**src/rtl/dpll_pkg.sv**
```systemverilog
// Shared types and default constants for the DPKD digital PLL phase path.
// Optional lock detection is enabled with PHASE_LOCK_DETECT_EN.
package dpll_pkg;

  typedef enum logic [1:0] {IDLE, WAIT_FB, WAIT_REF} pd_state_t;
  typedef enum logic [1:0] {VOTE_NONE, VOTE_LAG, VOTE_LEAD} pd_vote_t;

  localparam int DEF_FILTER_N   = 8;
  localparam int DEF_MAX_WINDOW = 64;
  localparam int DEF_LOCK_TOL   = 1;
  localparam int DEF_LOCK_COUNT = 16;

endpackage

```
**src/rtl/sync_edge_det.sv**
```systemverilog
// Two-flop synchronizer, history flop and registered rising-edge strobe.
// Latency is fixed so that two instances preserve relative phase.
module sync_edge_det (
  input  logic clk_i,
  input  logic reset_i,
  input  logic d_i,
  output logic rise_o
);

  logic [2:0] sr;

  always_ff @(posedge clk_i or negedge reset_i) begin
    if (!reset_i) begin
      sr     <= '0;
      rise_o <= 1'b0;
    end else begin
      sr     <= {sr[1:0], d_i};
      rise_o <= sr[1] & ~sr[2];
    end
  end

endmodule

```
**src/rtl/phase_shift_ctrl.sv**
```systemverilog
// Bang-bang phase detector and random-walk filter driving divider shift pulses.
// Define PHASE_LOCK_DETECT_EN to add the lock counter and lock_o port.
//
// state    | meaning
// IDLE     | no edge pending; coincident edges are an in-phase comparison
// WAIT_FB  | reference edge seen, counting cycles until feedback edge
// WAIT_REF | feedback edge seen, counting cycles until reference edge
module phase_shift_ctrl
  import dpll_pkg::*;
#(
  parameter int FILTER_N   = DEF_FILTER_N,
  parameter int MAX_WINDOW = DEF_MAX_WINDOW
`ifdef PHASE_LOCK_DETECT_EN
  ,
  parameter int LOCK_TOL   = DEF_LOCK_TOL,
  parameter int LOCK_COUNT = DEF_LOCK_COUNT
`endif
) (
  input  logic clk_i,
  input  logic reset_i,
  input  logic ref_i,
  input  logic fb_i,
  output logic positiveShift_o,
  output logic negativeShift_o
`ifdef PHASE_LOCK_DETECT_EN
  ,
  output logic lock_o
`endif
);

  localparam int AW = $clog2(FILTER_N) + 1;
  localparam int WW = $clog2(MAX_WINDOW);
  localparam logic signed [AW-1:0] ACC_MAX = AW'(FILTER_N - 1);
  localparam logic signed [AW-1:0] ACC_MIN = -ACC_MAX;
  localparam logic [WW-1:0] WIN_LAST = WW'(MAX_WINDOW - 1);

  logic ref_e, fb_e;
  pd_state_t state;
  logic [WW-1:0] win;
  logic signed [AW-1:0] acc;
  pd_vote_t vote;
  logic timeout;

  sync_edge_det u_ref_sync (.clk_i(clk_i), .reset_i(reset_i), .d_i(ref_i), .rise_o(ref_e));
  sync_edge_det u_fb_sync  (.clk_i(clk_i), .reset_i(reset_i), .d_i(fb_i),  .rise_o(fb_e));

  // Partner edge always wins over a same-source restart or a timeout.
  always_comb begin
    vote    = VOTE_NONE;
    timeout = 1'b0;
    case (state)
      WAIT_FB: begin
        if (fb_e) vote = VOTE_LAG;
        else if (!ref_e && win == WIN_LAST) timeout = 1'b1;
      end
      WAIT_REF: begin
        if (ref_e) vote = VOTE_LEAD;
        else if (!fb_e && win == WIN_LAST) timeout = 1'b1;
      end
      default: ;
    endcase
  end

  always_ff @(posedge clk_i or negedge reset_i) begin
    if (!reset_i) begin
      state           <= IDLE;
      win             <= '0;
      acc             <= '0;
      positiveShift_o <= 1'b0;
      negativeShift_o <= 1'b0;
    end else begin
      positiveShift_o <= 1'b0;
      negativeShift_o <= 1'b0;

      case (state)
        IDLE: begin
          win <= '0;
          if (ref_e && !fb_e)      state <= WAIT_FB;
          else if (fb_e && !ref_e) state <= WAIT_REF;
        end
        WAIT_FB: begin
          if (fb_e)         state <= IDLE;
          else if (ref_e)   win   <= '0;
          else if (timeout) state <= IDLE;
          else              win   <= win + WW'(1);
        end
        WAIT_REF: begin
          if (ref_e)        state <= IDLE;
          else if (fb_e)    win   <= '0;
          else if (timeout) state <= IDLE;
          else              win   <= win + WW'(1);
        end
        default: state <= IDLE;
      endcase

      case (vote)
        VOTE_LAG: begin
          if (acc == ACC_MAX) begin
            acc             <= '0;
            positiveShift_o <= 1'b1;
          end else begin
            acc <= acc + AW'(1);
          end
        end
        VOTE_LEAD: begin
          if (acc == ACC_MIN) begin
            acc             <= '0;
            negativeShift_o <= 1'b1;
          end else begin
            acc <= acc - AW'(1);
          end
        end
        default: ;
      endcase
    end
  end

`ifdef PHASE_LOCK_DETECT_EN
  localparam int LW = $clog2(LOCK_COUNT + 1);
  localparam int EW = WW + 1;
  localparam logic [LW-1:0] LOCK_FULL = LW'(LOCK_COUNT);

  logic [EW-1:0] err;
  logic          done;
  logic [LW-1:0] lock_cnt, lock_nxt;

  always_comb begin
    done = (vote != VOTE_NONE) || (state == IDLE && ref_e && fb_e);
    err  = (state == IDLE) ? '0 : ({1'b0, win} + EW'(1));
    lock_nxt = lock_cnt;
    if (done && err <= EW'(LOCK_TOL)) begin
      if (lock_cnt != LOCK_FULL) lock_nxt = lock_cnt + LW'(1);
    end else if (done || timeout) begin
      lock_nxt = '0;
    end
  end

  always_ff @(posedge clk_i or negedge reset_i) begin
    if (!reset_i) begin
      lock_cnt <= '0;
      lock_o   <= 1'b0;
    end else begin
      lock_cnt <= lock_nxt;
      lock_o   <= (lock_nxt == LOCK_FULL);
    end
  end
`endif

endmodule

```
**config.mk**
```make
export PLATFORM = sky130hd
export DESIGN_NAME = phase_shift_ctrl
export DESIGN_NICKNAME = d
export VERILOG_FILES = /design/src/rtl/dpll_pkg.sv /design/src/rtl/sync_edge_det.sv /design/src/rtl/phase_shift_ctrl.sv
export SDC_FILE = /design/constraint.sdc
export NUM_CORES = 1
export LEC_CHECK = 0
export CORE_ASPECT_RATIO = 0.75
export CORE_MARGIN = 5
export CORE_UTILIZATION = 52
export CTS_CLUSTER_SIZE = 8
export DETAILED_ROUTE_END_ITERATION = 16
export PLACE_DENSITY = 0.7
export SYNTH_ARGS = -nofsm -noshare
export SYNTH_HDL_FRONTEND = slang
export SYNTH_HIERARCHICAL = 1
export SYNTH_SLANG_ARGS = --single-unit
```
**constraint.sdc**
```tcl
create_clock -name clk_i -period 2.05 [get_ports clk_i]
set_clock_uncertainty 0.1 [all_clocks]
set_input_delay 0.5125 -clock clk_i [delete_from_list [all_inputs] [get_ports clk_i]]
set_output_delay 0.5125 -clock clk_i [all_outputs]
set_load 0.02 [all_outputs]
```
## Word-level counts from Yosys, hierarchy flattened

Cells that the tools add are included.

- Input port bits: 4
- Register bits after elaboration: 22
- Output and inout port bits: 2

- Add/subtract/negate cells: 3
- Reduce and logical (&&, ||, !) cells: 11
- Muxes and demuxes: 29
- Equality and inequality tests: 12
- Bitwise logic cells: 4

Operators by type and width:

| cell | count |
|---|---|
| 6-bit two-way mux | 5 |
| 6-bit one-hot mux with 3 select lines | 1 |
| 2-bit two-way mux | 8 |
| 1-bit two-way mux | 9 |
| 4-bit == test (second input constant) | 2 |
| 4-bit two-way mux | 2 |
| 4-bit one-hot mux with 2 select lines | 1 |
| 6-bit by 1-bit adder with 6-bit output (second input constant) | 1 |
| 6-bit == test (second input constant) | 1 |
| 3-bit != test (second input constant) | 2 |
| 2-bit one-hot mux with 3 select lines | 1 |
| 3-bit AND reduction | 2 |
| 4-bit by 2-bit adder with 4-bit output (second input constant) | 1 |
| 2-bit by 1-bit == test with 1-bit output (second input constant) | 2 |
| 2-bit == test (second input constant) | 2 |
| 1-bit logical AND | 4 |
| 2-bit != test (second input constant) | 2 |
| 2-bit one-hot mux with 2 select lines | 1 |
| 4-bit by 2-bit subtractor with 4-bit output (second input constant) | 1 |
| 3-bit by 2-bit != test with 1-bit output (second input constant) | 1 |
| 3-bit nonzero test | 1 |
| 1-bit AND | 2 |
| 1-bit logical NOT | 2 |
| 2-bit logical NOT | 1 |
| other kinds (3) | 4 |

## Longest topological paths before layout

Gate-level depths: netlist of run 1.

- Depth in word-level cells: 9
- Gate-level depth with buffers: 10

## By module

The synthesis of run 1 kept the hierarchy.

Modules (own cells, without submodules):

| module | area an instance (um^2) | cells each | instances | sequential area each (um^2) |
|---|---|---|---|---|
| phase_shift_ctrl | 1023.5 | 109 | 1 | 350.3 |
| sync_edge_det | 113.9 | 5 | 2 | 100.1 |

## Least setup slack after synthesis of run 1

OpenSTA, ideal clock, no wires.

- Path kind: register to register
- From: register state[0]
- To: register acc[3]
- Library setup time: 128 ps
- Path buffers: 1
- Arrival: 1756 ps
- Slack: 66 ps
- Stages on the path, launching flop included: 10
- Period minus slack after synthesis: 1984 ps
- Cells stage by stage: dfrtp_1 > inv_1 > ha_1 > nand3_1 > ha_1 > clkbuf_1 > and4b_1 > a31oi_1 > o21ai_0 > o31ai_1

- Longest elaborated chain between the ends: 4

RTL lines:

| element | RTL line | source |
|---|---|---|
| start, declared | phase_shift_ctrl.sv:38 | `pd_state_t state;` |
| start signal, assigned | phase_shift_ctrl.sv:66 | `state <= IDLE;` |
| start signal, assigned | phase_shift_ctrl.sv:78 | `if (ref_e && !fb_e) state <= WAIT_FB;` |
| start signal, assigned | phase_shift_ctrl.sv:79 | `else if (fb_e && !ref_e) state <= WAIT_REF;` |
| 2-bit == test / 2-bit by 1-bit == test with 1-bit output (equally long branches) | phase_shift_ctrl.sv:51 | `case (state)` |
| 2-bit one-hot mux with 2 select lines (*) | phase_shift_ctrl.sv:51 |  |
| 2-bit == test / 2-bit by 1-bit == test with 1-bit output (equally long branches) | phase_shift_ctrl.sv:96 | `case (vote)` |
| 4-bit one-hot mux with 2 select lines / 2-bit nonzero test (equally long branches) | -- |  |
| end signal, assigned | phase_shift_ctrl.sv:102 | `acc <= acc + AW'(1);` |
| end signal, assigned | phase_shift_ctrl.sv:110 | `acc <= acc - AW'(1);` |
| end, declared | phase_shift_ctrl.sv:40 | `logic signed [AW-1:0] acc;` |

Mark *: on every way between the ends. The rest lies on a longest branch, timed or not.
A chain may end at the register's enable or synchronous reset.

## Worst setup path after layout of run 1

- From: register state[0]
- To: register win[5]

- Longest elaborated chain between the ends: 6

RTL lines:

| element | RTL line | source |
|---|---|---|
| 2-bit == test / 2-bit by 1-bit == test with 1-bit output (equally long branches) | phase_shift_ctrl.sv:51, phase_shift_ctrl.sv:75 |  |
| 1-bit one-hot mux with 2 select lines | phase_shift_ctrl.sv:51 |  |
| 6-bit two-way mux | -- |  |
| 6-bit two-way mux, on equally long branches (2 in a row) | -- |  |
| 6-bit one-hot mux with 3 select lines | phase_shift_ctrl.sv:75 | `case (state)` |
| end signal, assigned | phase_shift_ctrl.sv:85 | `else win <= win + WW'(1);` |
| end signal, assigned | phase_shift_ctrl.sv:91 | `else win <= win + WW'(1);` |
| end, declared | phase_shift_ctrl.sv:39 | `logic [WW-1:0] win;` |

Parallel ways exist; a longest one is shown, timed or not. The select of a mux whose other input is x is not followed.

==> results.tsv, run 1 <==
metric	value	unit
1st-pass router iterations	6	
Root Driver	clkbuf_4	
Crit Path Class	reg2reg	
insertion delay to the later sink of the worst-skew pair	320	ps
n_diodes	0	
nets@finish	154	
first-iteration detailed-routing DRC count	26	
average routed wire per standard cell	14.0	µm
end-of-flow core utilization	65.2	%
Detail Route Antenna Nets	0	
Slew Limit Fails	0	
Setup WS post-layout	41.1	ps
Max rail drop VDD	0.000630	V
layout cell share with drive strength beyond 1	19.9	%
Initial Util	54.2	%
maximum fanout along the worst path	8	
number of buffers created by CTS	3	
hold bufs inserted after CTS	0	
series of cell instances along the critical path	buf_4, ha_4, a221oi_4, nand3_1, or4_1, o311ai_1	
wire length of the first global-routing pass	4.20	mm
clock tree from TritonCTS	done	
H-tree levels	1	
leakage power	0.683	nW
relative area change from synthesis to final layout	20.3	%
GR Overflow Total	0	
data arrival time of the critical path	2140	ps
status	completed	
worst slew pin tran	468	ps
total of max-cap violations	0	
maximum number of pins on one net before global-route repair	23	
maximum clock insertion buffer count	2	
number of input and output port buffers inserted	5	
share of flip-flops with an asynchronous set or reset after synthesis	100	%
per-cell via count in the routed design	5.52	
upper clock frequency limit	498	MHz
die extent in y	52.5	µm
Fillers	203	
required time of the critical path	2180	ps
final weighted congestion in routability-driven placement	0.868	
TritonCTS Sinks	22	
summed instance area of the synthesized netlist	0.00125	mm²
Synth Flop Type	dfrtp_1	
post-synthesis area per instance	10.5	µm²
critical path endpoint category	flip-flop	
CTS clk-pin slew, worst paths	130	ps
share of synthesized area occupied by flip-flops and latches	44.0	%
net count of the mapped netlist	136	
overall global routing resource usage	16.2	%
number of enable flip-flop cells after synthesis	0	
peak per-stage delay on the critical path	480	ps
PwrDens	1110	mW/mm²
final routed wirelength across all metal layers	2.38	mm
smallest hold slack	264	ps
DR vias	938	
HP Class	reg2reg	
detailed placer's ending HPWL	1.68	mm
final count of hold timing violations	0	
number of top-level pins	6	
Rows	15	
crit path launch type	flip-flop	
placeable core area	0.00231	mm²
initial antenna violation count	0	
Die X	66.6	µm
Slew Limit Headroom	68.7	%
final setup vio count	0	
Multi-input gate area	679	µm²
Yosys warning total	6	
register area	553	µm²
instance count of the mapped netlist	119	
cell with the largest stage delay on the worst path	or4_1	
die footprint	0.00350	mm²
placement-stage worst setup slack	-68.3	ps
setup repair after global routing missed its margin	yes	
final critical-path share of the clock period	98.0	%
post-synthesis cell type count	37	
Worst R2R Setup Slack	40	ps
FF+latch count, synth	22	
vias in the first global route	955	
post-route minimum period	2010	ps
DRC	0	
-- power breakdown --
part | switching [mW] | internal (mW)
combinational | 0.405 | 0.333
sequential | 0.0970 | 0.509
clock | 0.136 | 0.198
-- per-stage QoR --
step	TNS (ps)	instance area (µm²)	cells	total power, mW
detailed placement	-167	1370	162	1.25
global placement	-4.28	1370	162	1.22
CTS	0	1480	170	1.66
global route	-63.5	1510	170	1.82
floorplan	0	1250	119	1.07
finish	0	1510	170	1.68
-- Yosys cell counts (all sizes together), types with 2 or more instances --
library cell	instances	area, µm²
ha	13	163
nor4	3	18.8
nand2	6	22.5
a31oi	2	12.5
or3	3	18.8
inv	14	52.6
a21oi	5	25.0
nand2b	2	12.5
nand3	4	20.0
dfrtp	22	551
o21ai	10	50.1
nor2b	6	52.6
o31ai	3	22.5
nor2	4	15.0
-- final cells by class --
type / instances / area share, %
Timing Repair Buffer: 15 / 8.31
Clock inverter: 1 / 2.00
Tap cell: 34 / 2.83
Multi-Input combinational cell: 81 / 45.1
Clock buffer: 3 / 1.50
Sequential cell: 22 / 36.7
Inverter: 14 / 3.49
-- per-layer routing --
metal | GRT usage (%) | routed length (µm) | vias to the layer above
met3 | 5.36 | 90 | 4
met4 | 6.08 | 23 | 0
met5 | 0 | 0 | -
met2 | 27.1 | 1180 | 15
met1 | 19.4 | 1090 | 461
li1 | - | - | 458
-- final timing paths --
check | from | to | cells after the start
min | u_ref_sync/sr[0] | u_ref_sync/sr[1] | 0
min in group asynchronous | reset_i | win[5] | 2
max | state[0] | win[5] | 6
max reg2reg | state[0] | win[5] | 6
min reg2reg | u_ref_sync/sr[0] | u_ref_sync/sr[1] | 0
max in group asynchronous | reset_i | u_ref_sync/rise_o | 2
-- state kept, by name, summed over array words and instances, names as in the netlist --
register,flops
u_fb_sync/rise_o,1
u_ref_sync/rise_o,1
acc,4
u_ref_sync/sr,3
win,6
negativeShift_o,1
positiveShift_o,1
u_fb_sync/sr,3
state,2
-- layout by cell type (no fill, tap or decap), types with 4 or more instances in the layout --
cell / n
a21oi_1: 5
buf_4: 10
clkdlybuf4s50_1: 5
dfrtp_1: 20
ha_1: 9
inv_1: 14
nand2_1: 6
nand3_1: 4
nor2_1: 4
nor2b_1: 4
o21ai_0: 10
-- worst max-delay path, delay by kind of cell, from the launching register on --
family	cells	cell delay, ps
buffers and inverters	1	160
AND/OR/NAND/NOR	2	630
adder cells (fa/ha/maj)	1	180
AO/OA/AOI/OAI	2	410
flip-flops	1	440
-- cells by family (layout without fill, tap and decap cells) --
kind of cell / Yosys count / after routing / share of synthesized area (%)
DFF: 22 / 22 / 44.0
buffers and inverters: 16 / 33 / 5.40
and+or+nand+nor: 34 / 34 / 16.3
AOI/OAI and AO/OA: 32 / 32 / 19.9
xor gates and xnor gates: 2 / 2 / 1.40
adders and majority gates: 13 / 13 / 13.0
-- what timing repair did --
item                       CTS  global route
gates resized for setup      4             7
pin swaps                    0             2
setup buffers                4             0
setup endpoints to repair    6            10
No activity file was read; power rests on OpenSTA's default activity.
==> run 2, diff against run 1 <==
- CTS_CLUSTER_DIAMETER: not set -> 150
==> results of run 2 <==
The final DEF is identical to that of run 1; final timing and power are the same.
==> variant (settings of run 2) <==
Encoding of `pd_state_t`: now one-hot (3 bits for 3 states).
--- a/src/rtl/dpll_pkg.sv
+++ b/src/rtl/dpll_pkg.sv
@@ -2,7 +2,7 @@
 // Optional lock detection is enabled with PHASE_LOCK_DETECT_EN.
 package dpll_pkg;
 
-  typedef enum logic [1:0] {IDLE, WAIT_FB, WAIT_REF} pd_state_t;
+  typedef enum logic [2:0] {IDLE = 3'b001, WAIT_FB = 3'b010, WAIT_REF = 3'b100} pd_state_t;
   typedef enum logic [1:0] {VOTE_NONE, VOTE_LAG, VOTE_LEAD} pd_vote_t;
 
   localparam int DEF_FILTER_N   = 8;
Formal check against the unedited RTL: no difference found for any inputs over 10 cycles, from zero or initial values and one cycle with reset_i low; not proved beyond that.
==> variant against run 2 <==
Hold slack worse by 0.0024 ns; setup slack better by 0.053 ns; synthesized area is 7.1% higher; largest cell class unchanged; sequential cell count is 1 higher; largest power group is now registers; final area is 1.4% higher; routed wire length is 6.3% higher; non-clock buffer count is 1 higher; total power is 12% lower.
==> variant: results (changes against run 2) <==
Global routing
  • GR Util met3: 0.0438 (-0.00981)
  • Met2 Usage GRT: 0.265 (-0.00672)
  • M1 GR Usage: 0.190 (-0.00386)
  • Largest net degree at the start of global routing: 24 (+4.3%)
  • Number of global-route vias before repair: 981 (+2.7%)
  • Global-route wire length before repair: 4.27 mm (+1.8%)
  • GR Util All Layers: 0.155 (-0.00761)

Run status
  • Status: complete, no violations

Yosys
  • Netlist cell types: 46 (+24%)
  • Synth top cells by count: dfrtp_1, a21oi_1, inv_1
  • Xor and xnor area share after synthesis: 0.0131 (-0.000928)
  • Syn Area/Cell: 10.3 µm² (-2.0%)
  • Mapped Nets: 142 (+4.4%)
  • Synth Area in Compound Gates: 0.172 (-0.0272)
  • Post-Synth Adder-Cell Area: 0.0747 (-0.0553)
  • Multiplexer area fraction after synthesis: 0.00747 (+0.00747)

Cells and area
  • Share of layout cells above drive strength 1: 0.200 (+0.00147)
  • Number of nets in the finished design: 158 (+2.6%)
  • Final Non-Filler Cells: 181 (+6.5%)
  • Fillers: 239 (+18%)

Clocking
  • Post_cts resized: 0 (-4)
  • Clk root buf: clkbuf_4
  • Setup bufs post-CTS: 0 (-4)

Place
  • Post-Place Cell Area: 0.00145 mm² (+5.6%)
  • Dpl cells: 173 (+6.8%)
  • Place WS: 0.0879 ns (+0.156 ns)
  • Global placement routability congestion: 0.880 (+1.3%)

Detailed routing
  • Pre-antenna DRT Iters: 4 (-2)
  • Top Metal Used: met4
  • WL met3: 69 µm (-23%)
  • Met2 wire length: 1.21 mm (+2.7%)
  • M1 WL: 1.22 mm (+12%)
  • Iter 0 DRT Violations: 106 (+310%)
  • Wirelength per Cell: 14.0 µm (-0.19%)
  • Vias per std cell: 5.79 (+4.9%)

Hold path
  • Hold worst-path end: u_ref_sync/sr[1]$_DFF_PN0_

Worst setup path
  • Critical Path Start: state[0]$_DFFE_PN1P_
  • Worst r2r path cells: 8 (+2)
  • CP max stage delay: 0.64 ns (+0.16 ns)
  • CP arrival: 2.05 ns (-0.09 ns)
  • Crit Reg-Reg Endpoint: acc[3]$_DFFE_PN0P_
  • FF-to-FF setup slack: 0.09 ns (+0.05 ns)

Power
  • Peak VDD IR: 0.533 mV (-15%)
  • Net Sw Frac: 0.378 (-0.00201)

STA
  • Slew @ Worst Pin: 0.417 ns (-0.0504 ns)
-- variant: cell count changes after synthesis, moves of 2 or more --
cell / delta
and4_1: +2
inv_1: -5
ha_1: -5
nand4_1: +3
o21ai_0: -2
a21oi_1: +5
nor3_1: +2
nor2b_1: -2
nor4bb_1: +3
-- variant: final cells by class --
class | count | area [µm²] | area share
Inverter | 9 | 33.8 | 0.0221
Sequential cell | 23 | 578 | 0.379
Multi-Input combinational cell | 93 | 707 | 0.463
Tap cell | 36 | 45.0 | 0.0295
Clock buffer | 4 | 26.3 | 0.0172
Timing Repair Buffer | 16 | 136 | 0.0893
-- variant: power by group through the flow --
stage / Sequential, mW / Clock [mW] / Combinational (mW)
floorplan: 0.603 / 0 / 0.512
global placement: 0.652 / 0 / 0.552
detailed placement: 0.656 / 0 / 0.567
CTS: 0.647 / 0.220 / 0.569
global route: 0.654 / 0.235 / 0.685
finish: 0.642 / 0.209 / 0.621
